**config.mk**
```make
export PLATFORM = sky130hd
export DESIGN_NAME = roberto_uc_flat
export DESIGN_NICKNAME = d
export VERILOG_FILES = /design/src/rtl/roberto_pkg.sv /design/src/rtl/roberto_uc_if.sv /design/src/rtl/contador_m.sv /design/src/rtl/roberto_uc.sv /design/src/flat_wrapper.sv
export SDC_FILE = /design/constraint.sdc
export NUM_CORES = 1
export LEC_CHECK = 0
export CAP_MARGIN = 25
export CORE_AREA = 2 2 78 80
export DETAILED_ROUTE_END_ITERATION = 6
export DIE_AREA = 0 0 80 82
export GPL_ROUTABILITY_DRIVEN = 0
export PLACE_DENSITY = 0.66
export RECOVER_POWER = 25
export SLEW_MARGIN = 20
export SYNTH_ARGS = -nofsm -noshare
export SYNTH_HDL_FRONTEND = slang
export SYNTH_SLANG_ARGS = --single-unit
```
**constraint.sdc**
```tcl
create_clock -name clock -period 4.05 [get_ports clock]
set_input_delay 0.81 -clock clock [delete_from_list [all_inputs] [get_ports clock]]
set_output_delay 0.81 -clock clock [all_outputs]
set_load 0.05 [all_outputs]
```
**src/rtl/roberto_pkg.sv**
```systemverilog
// Shared encodings for the roberto_uc measure/transmit controller:
// FSM state codes, serial-mux sensor codes and digit-select codes.
package roberto_pkg;

  typedef enum logic [3:0] {
    StInicial   = 4'd0,
    StPrepara   = 4'd1,
    StMede      = 4'd2,
    StAguarda   = 4'd3,
    StTransmite = 4'd4,
    StEsperaTx  = 4'd5,
    StProximo   = 4'd6,
    StIntervalo = 4'd7,
    StFim       = 4'd8
  } estado_t;

  // sel_medida codes
  localparam logic [1:0] SelNenhum = 2'd0;
  localparam logic [1:0] SelSens3  = 2'd1;
  localparam logic [1:0] SelSens2  = 2'd2;
  localparam logic [1:0] SelSens1  = 2'd3;

  // sel_sensK codes: 3 hundreds, 2 tens, 1 units, 0 '#'
  localparam logic [1:0] DigHash    = 2'd0;
  localparam logic [1:0] DigCentena = 2'd3;

  localparam logic [3:0] UltimoChar = 4'd11;

  // Char index idx: idx[3:2] picks the sensor (0..2), idx[1:0] the position inside its group.
  function automatic logic [1:0] sel_medida_de(logic [3:0] idx);
    return SelSens1 - idx[3:2];
  endfunction

  function automatic logic [1:0] digito_de(logic [3:0] idx);
    return DigCentena - idx[1:0];
  endfunction

endpackage

```
**src/rtl/roberto_uc_if.sv**
```systemverilog
// Handshake bundle between roberto_uc (master) and its sensor/serial datapath (slave).
interface roberto_uc_if;
  logic       ligar;
  logic       pronto_medida1;
  logic       pronto_medida2;
  logic       pronto_medida3;
  logic       pronto_serial;
  logic       zera_sensor;
  logic       zera_serial;
  logic       medir;
  logic [1:0] sel_sens1;
  logic [1:0] sel_sens2;
  logic [1:0] sel_sens3;
  logic [1:0] sel_medida;
  logic       partida_tx;
  logic       pronto;
  logic [3:0] db_estado;
  logic       db_timeout;

  modport master (
    input  ligar, pronto_medida1, pronto_medida2, pronto_medida3, pronto_serial,
    output zera_sensor, zera_serial, medir, sel_sens1, sel_sens2, sel_sens3, sel_medida,
           partida_tx, pronto, db_estado, db_timeout
  );

  modport slave (
    output ligar, pronto_medida1, pronto_medida2, pronto_medida3, pronto_serial,
    input  zera_sensor, zera_serial, medir, sel_sens1, sel_sens2, sel_sens3, sel_medida,
           partida_tx, pronto, db_estado, db_timeout
  );
endinterface

```
**src/rtl/contador_m.sv**
```systemverilog
// Modulo-M counter with synchronous clear and enable; fim_o flags the terminal count M-1.
module contador_m #(
  parameter int unsigned M = 100
) (
  input  logic clock,
  input  logic reset,
  input  logic zera_i,
  input  logic conta_i,
  output logic fim_o
);

  localparam int unsigned W = (M > 1) ? $clog2(M) : 1;

  logic [W-1:0] q_q, q_d;

  assign fim_o = (q_q == W'(M - 1));

  always_comb begin
    q_d = q_q;
    if (zera_i) begin
      q_d = '0;
    end else if (conta_i) begin
      q_d = fim_o ? '0 : q_q + W'(1);
    end
  end

  always_ff @(posedge clock or negedge reset) begin
    if (!reset) begin
      q_q <= '0;
    end else begin
      q_q <= q_d;
    end
  end

endmodule

```
**src/rtl/roberto_uc.sv**
```systemverilog
// Control unit: measure three sensors, send 12 characters, wait INTERVALO cycles, repeat.
// Optional AGUARDA timeout enabled by defining ROBERTO_UC_TIMEOUT_EN.
module roberto_uc
  import roberto_pkg::*;
#(
  parameter int unsigned INTERVALO = 50_000_000,
  parameter int unsigned TIMEOUT   = 3_000_000
) (
  input  logic         clock,
  input  logic         reset,
  roberto_uc_if.master bus
);

  estado_t    state_q, state_d;
  logic [3:0] idx_q, idx_d;
  logic [2:0] flags_q, flags_d;
  logic [2:0] pulsos;
  logic       captura, todos, intervalo_fim, timeout_fim;

  logic       zera_q, medir_q, partida_q, pronto_q;
  logic [1:0] sel_medida_q, sel1_q, sel2_q, sel3_q;
  logic [1:0] sel_medida_d, sel1_d, sel2_d, sel3_d;
  logic       envia_d;
  logic       db_timeout_q;

  assign pulsos  = {bus.pronto_medida3, bus.pronto_medida2, bus.pronto_medida1};
  assign captura = (state_q == StMede) || (state_q == StAguarda);
  // Include this cycle's pulses so the jump happens right after the last one arrives.
  assign todos   = &(flags_q | pulsos);

  contador_m #(.M(INTERVALO)) u_cont_intervalo (
    .clock   (clock),
    .reset   (reset),
    .zera_i  (state_q != StIntervalo),
    .conta_i (state_q == StIntervalo),
    .fim_o   (intervalo_fim)
  );

`ifdef ROBERTO_UC_TIMEOUT_EN
  contador_m #(.M(TIMEOUT)) u_cont_timeout (
    .clock   (clock),
    .reset   (reset),
    .zera_i  (state_q != StAguarda),
    .conta_i (state_q == StAguarda),
    .fim_o   (timeout_fim)
  );
`else
  // Keeps TIMEOUT referenced when the timeout feature is compiled out.
  assign timeout_fim = 1'b0 & (TIMEOUT != 0);
`endif

  always_comb begin
    state_d = state_q;
    idx_d   = idx_q;
    flags_d = flags_q;
    if (captura) begin
      flags_d = flags_q | pulsos;
    end
    case (state_q)
      StInicial: if (bus.ligar) state_d = StPrepara;
      StPrepara: begin
        flags_d = '0;
        idx_d   = '0;
        state_d = StMede;
      end
      StMede:      state_d = StAguarda;
      StAguarda:   if (todos || timeout_fim) state_d = StTransmite;
      StTransmite: state_d = StEsperaTx;
      StEsperaTx:  if (bus.pronto_serial) state_d = StProximo;
      StProximo: begin
        if (idx_q == UltimoChar) begin
          idx_d   = '0;
          state_d = StFim;
        end else begin
          idx_d   = idx_q + 4'd1;
          state_d = StTransmite;
        end
      end
      StFim: state_d = StIntervalo;
      StIntervalo: begin
        flags_d = '0;
        if (intervalo_fim) state_d = bus.ligar ? StMede : StInicial;
      end
      default: state_d = StInicial;
    endcase
  end

  // Select lines are driven only while a character is in flight.
  always_comb begin
    envia_d      = (state_d == StTransmite) || (state_d == StEsperaTx);
    sel_medida_d = envia_d ? sel_medida_de(idx_d) : SelNenhum;
    sel1_d       = (sel_medida_d == SelSens1) ? digito_de(idx_d) : DigHash;
    sel2_d       = (sel_medida_d == SelSens2) ? digito_de(idx_d) : DigHash;
    sel3_d       = (sel_medida_d == SelSens3) ? digito_de(idx_d) : DigHash;
  end

  // Outputs are registered from the next state so they line up with state_q.
  always_ff @(posedge clock or negedge reset) begin
    if (!reset) begin
      state_q      <= StInicial;
      idx_q        <= '0;
      flags_q      <= '0;
      zera_q       <= 1'b0;
      medir_q      <= 1'b0;
      partida_q    <= 1'b0;
      pronto_q     <= 1'b0;
      sel_medida_q <= SelNenhum;
      sel1_q       <= DigHash;
      sel2_q       <= DigHash;
      sel3_q       <= DigHash;
      db_timeout_q <= 1'b0;
    end else begin
      state_q      <= state_d;
      idx_q        <= idx_d;
      flags_q      <= flags_d;
      zera_q       <= (state_d == StPrepara);
      medir_q      <= (state_d == StMede);
      partida_q    <= (state_d == StTransmite);
      pronto_q     <= (state_d == StFim);
      sel_medida_q <= sel_medida_d;
      sel1_q       <= sel1_d;
      sel2_q       <= sel2_d;
      sel3_q       <= sel3_d;
`ifdef ROBERTO_UC_TIMEOUT_EN
      if (state_d == StPrepara) begin
        db_timeout_q <= 1'b0;
      end else if ((state_q == StAguarda) && timeout_fim && !todos) begin
        db_timeout_q <= 1'b1;
      end
`else
      db_timeout_q <= 1'b0;
`endif
    end
  end

  assign bus.zera_sensor = zera_q;
  assign bus.zera_serial = zera_q;
  assign bus.medir       = medir_q;
  assign bus.partida_tx  = partida_q;
  assign bus.pronto      = pronto_q;
  assign bus.sel_medida  = sel_medida_q;
  assign bus.sel_sens1   = sel1_q;
  assign bus.sel_sens2   = sel2_q;
  assign bus.sel_sens3   = sel3_q;
  assign bus.db_estado   = state_q;
  assign bus.db_timeout  = db_timeout_q;

endmodule

```
**src/flat_wrapper.sv**
```systemverilog
// flat-port wrapper written by rule: the top's interface ports become plain ports
module roberto_uc_flat import roberto_pkg::*;
#(
  parameter int unsigned INTERVALO = 50_000_000,
  parameter int unsigned TIMEOUT   = 3_000_000
)
  (clock, reset, bus_ligar, bus_pronto_medida1, bus_pronto_medida2, bus_pronto_medida3, bus_pronto_serial, bus_zera_sensor, bus_zera_serial, bus_medir, bus_sel_sens1, bus_sel_sens2, bus_sel_sens3, bus_sel_medida, bus_partida_tx, bus_pronto, bus_db_estado, bus_db_timeout);
  roberto_uc_if bus_i ();
  input  logic clock;
  input  logic reset;
  input wire logic [$bits(bus_i.ligar)-1:0] bus_ligar;
  input wire logic [$bits(bus_i.pronto_medida1)-1:0] bus_pronto_medida1;
  input wire logic [$bits(bus_i.pronto_medida2)-1:0] bus_pronto_medida2;
  input wire logic [$bits(bus_i.pronto_medida3)-1:0] bus_pronto_medida3;
  input wire logic [$bits(bus_i.pronto_serial)-1:0] bus_pronto_serial;
  output wire logic [$bits(bus_i.zera_sensor)-1:0] bus_zera_sensor;
  output wire logic [$bits(bus_i.zera_serial)-1:0] bus_zera_serial;
  output wire logic [$bits(bus_i.medir)-1:0] bus_medir;
  output wire logic [$bits(bus_i.sel_sens1)-1:0] bus_sel_sens1;
  output wire logic [$bits(bus_i.sel_sens2)-1:0] bus_sel_sens2;
  output wire logic [$bits(bus_i.sel_sens3)-1:0] bus_sel_sens3;
  output wire logic [$bits(bus_i.sel_medida)-1:0] bus_sel_medida;
  output wire logic [$bits(bus_i.partida_tx)-1:0] bus_partida_tx;
  output wire logic [$bits(bus_i.pronto)-1:0] bus_pronto;
  output wire logic [$bits(bus_i.db_estado)-1:0] bus_db_estado;
  output wire logic [$bits(bus_i.db_timeout)-1:0] bus_db_timeout;
  assign bus_i.ligar = bus_ligar;
  assign bus_i.pronto_medida1 = bus_pronto_medida1;
  assign bus_i.pronto_medida2 = bus_pronto_medida2;
  assign bus_i.pronto_medida3 = bus_pronto_medida3;
  assign bus_i.pronto_serial = bus_pronto_serial;
  assign bus_zera_sensor = bus_i.zera_sensor;
  assign bus_zera_serial = bus_i.zera_serial;
  assign bus_medir = bus_i.medir;
  assign bus_sel_sens1 = bus_i.sel_sens1;
  assign bus_sel_sens2 = bus_i.sel_sens2;
  assign bus_sel_sens3 = bus_i.sel_sens3;
  assign bus_sel_medida = bus_i.sel_medida;
  assign bus_partida_tx = bus_i.partida_tx;
  assign bus_pronto = bus_i.pronto;
  assign bus_db_estado = bus_i.db_estado;
  assign bus_db_timeout = bus_i.db_timeout;
  roberto_uc #(.INTERVALO(INTERVALO), .TIMEOUT(TIMEOUT)) u_core (.clock(clock), .reset(reset), .bus(bus_i));
endmodule
```
==> impl_metrics.yaml <==
logic_synthesis:
  synth_edf_count: 0
  ys.warnings.count: 0
  synth_flop_cell: "dfrtp_1"
  postSynthCellCount: 255
  syn_area_um2: 2480
  synth.distinct_cells: 54
  synth_fp_nets: 264
  ys_seq_area_share_pct: 49.4
  async_flop_share_pct: 100
  postSynthAreaPerCell_um2: 9.73
  synth-seq-cells: 49
global_routing:
  grt_max_degree: 33
  grt_pass1_wl_mm: 8.88
  antenna_found_initial: 0
  overflow: 0
  grt_use_total_pct: 17.4
  grt_pass1_vias: 1897
run_status:
  failed_checks: "capacitance limit, slew limit"
  status: "complete, but fails checks"
placement:
  port_buffers: 23
  place_hpwl_mm: 3.50
  dp.cells: 340
  post_dp_cell_area_um2: 2740
  place_ws_ps: 1290
die:
  core_area_um2: 5750
  die_w_um: 80
  rows: 28
  die_area_um2: 6560
  start_util_pct: 43.2
  ios: 25
  dieHeight_um: 82
setup_path:
  reg2reg_to: "u_core.u_cont_intervalo.q_q[15]"
  cp_slowest_cell: "clkbuf_1"
  path_delay_family: "buffers and inverters"
  worstPathRequired_ps: 4160
  critPathBufInv: 2
  reg2reg_from: "u_core.u_cont_intervalo.q_q[0]"
  cp_max_fo: 32
  start_kind: "input pin"
  setup.worst_path.end_class: "async pin"
  rrSetupSlack_ps: 1640
  worst_ep_arrival_time_ps: 2750
  worstPathCellList: "clkbuf_1 -> clkbuf_1"
  worst-r2r-cell-count: 6
  critPathMaxStageDelay_ps: 1280
  critical_path_class: "input pin to async pin"
  crit_top_cell: "clkbuf_1"
layout:
  nNetsFinal: 281
  diodes: 0
  drive_above_1_share_pct: 5.49
  final_core_util_pct: 49.2
  area_growth_pct: 14.0
  layout_commonest_cell: "dfrtp_1"
  fillers: 547
  postLayoutCellArea_um2: 2830
  mostFrequentLayoutCells: "dfrtp_1, clkdlybuf4s50_1, nor2_1"
  final-instance-count-excl-fill: 348
flow_run:
  cap_violations: 1
routing:
  wl_per_cell_um: 14.3
  via_count: 1946
  firstDrtPassIters: 4
  routed_via_density: 5.59
  wl_met3_um: 138
  highest-signal-layer: "met4"
  wl_mm: 4.97
  drc: 0
  wl_met2_mm: 2.44
  drtIter0Drc: 89
  drt-met1-wl_mm: 2.34
  ant_nets: 0
clock_network:
  cts_buffers: 5
  cts_buffer_depth: 2
  cts_resized: 0
  cts.sinks: 49
  insertion_delay_ps: 300
  cts_tree: "built"
  cts_root_buffer: "clkbuf_8"
  cts_max_level: 2
  cts_setup_buffers: 0
  cts_hold_buf: 0
  path_clk_slew_ps: 80
timing:
  slew_violations: 33
  fmax_mhz: 380
  hold_violations: 0
  worst_slew_pin_slew_ps: 1670
  fin_tns_setup_ps: 0
  finalWorstSetupSlack_ps: 1420
  fin_skew_ps: 4.34
  period_share_pct: 65.0
  finalCriticalPeriod_ps: 2630
  setup_viol: 0
  max_slew_margin_pct: -11.6
  rsz0062_at_grt: "false"
hold_path:
  worstHoldPathCells: 1
  holdPathEnd: "u_core.u_cont_intervalo.q_q[0]"
  hp-class: "flop to flop"
  worstHoldStart: "u_core.u_cont_intervalo.q_q[0]"
power_and_ir_drop:
  p_leak_nw: 1.18
  powerDensity_nw_per_um2: 291
  vdd_ir_drop_max_v: 0.000164
[per-layer routing]
metal  GRT usage (%)  vias up
li1                -      963
met1            23.1      957
met2            28.4       22
met3            3.96        4
met4            5.25        0
met5               0        -
[state kept, by name (all words and copies together) (netlist names), 2 cells and up]
| register | cells |
|---|---|
| u_core.bus.db_estado | 4 |
| u_core.bus.sel_medida | 2 |
| u_core.bus.sel_sens1 | 2 |
| u_core.bus.sel_sens2 | 2 |
| u_core.bus.sel_sens3 | 2 |
| u_core.flags_q | 3 |
| u_core.idx_q | 4 |
| u_core.u_cont_intervalo.q_q | 26 |
[synth_stat cells (all sizes together), types with 4 or more instances]
| master | number | area [um2] |
|---|---|---|
| nor3 | 10 | 50.1 |
| xor2 | 4 | 35.0 |
| nor4 | 5 | 31.3 |
| nor2b | 4 | 25.0 |
| nand4 | 7 | 50.1 |
| or4 | 6 | 48.8 |
| and4 | 4 | 36.3 |
| clkbuf | 5 | 20.0 |
| nor2 | 21 | 78.8 |
| or3 | 9 | 57.6 |
| nand2 | 13 | 48.8 |
| o21ai | 16 | 80.1 |
| buf | 10 | 63.8 |
| a21oi | 17 | 85.1 |
| and2 | 4 | 25.0 |
| nand3 | 14 | 70.1 |
| dfrtp | 49 | 1230 |
| o31ai | 4 | 30.0 |
| inv | 9 | 33.8 |
| xnor2 | 7 | 61.3 |
[logic make-up after synthesis]
logic type                 after synthesis  share of synthesized area [%]
muxes                                    1                          0.404
other                                    1                          0.151
DFF                                     49                           49.4
buffers and inverters                   24                           4.74
xor gates and xnor gates                11                           3.88
and+or+nand+nor                        115                           27.4
AOI/OAI and AO/OA                       52                           13.0
adders and majority gates                2                           1.01
[how the worst max path moves through the flow]
stage | to | cells past startpoint | slack (ps) | from
6_report | u_core.u_cont_intervalo.q_q[2] | 2 | 1420 | reset
5_1_grt | u_core.u_cont_intervalo.q_q[18] | 2 | 850 | reset
4_1_cts | bus_db_estado[1] | 1 | 1470 | u_core.bus.db_estado[1]
3_5_place_dp | u_core.bus.sel_sens1[0] | 5 | 1290 | bus_pronto_medida2
3_3_place_gp | u_core.bus.sel_sens1[0] | 5 | 1370 | bus_pronto_medida2
2_1_floorplan | u_core.bus.sel_sens1[0] | 5 | 1940 | bus_pronto_medida1
[per-stage QoR]
step | total power, mW | hold WS, ps
after floorplan | 0.504 | 455
after global placement | 0.519 | 478
after detailed placement | 0.522 | 477
after CTS | 0.837 | 434
after global routing | 0.858 | 512
final | 0.822 | 482
[cell type report]
cell class	count	area, um2	area share [%]
Clock inverter	1	5.00	0.177
Sequential cell	49	1230	43.4
Multi-Input combinational cell	182	1140	40.2
Timing Repair Buffer	25	235	8.32
Clock buffer	7	96.3	3.41
Inverter	9	33.8	1.20
Tap cell	75	93.8	3.32
[report_power, final]
| group | switching (mW) | internal [mW] | total, mW |
|---|---|---|---|
| registers | 0 | 0.489 | 0.489 |
| logic | 0.0140 | 0.00605 | 0.0201 |
| clock network | 0.158 | 0.155 | 0.313 |
| total | 0.172 | 0.649 | 0.822 |
Power figures use the tool's default switching activity.
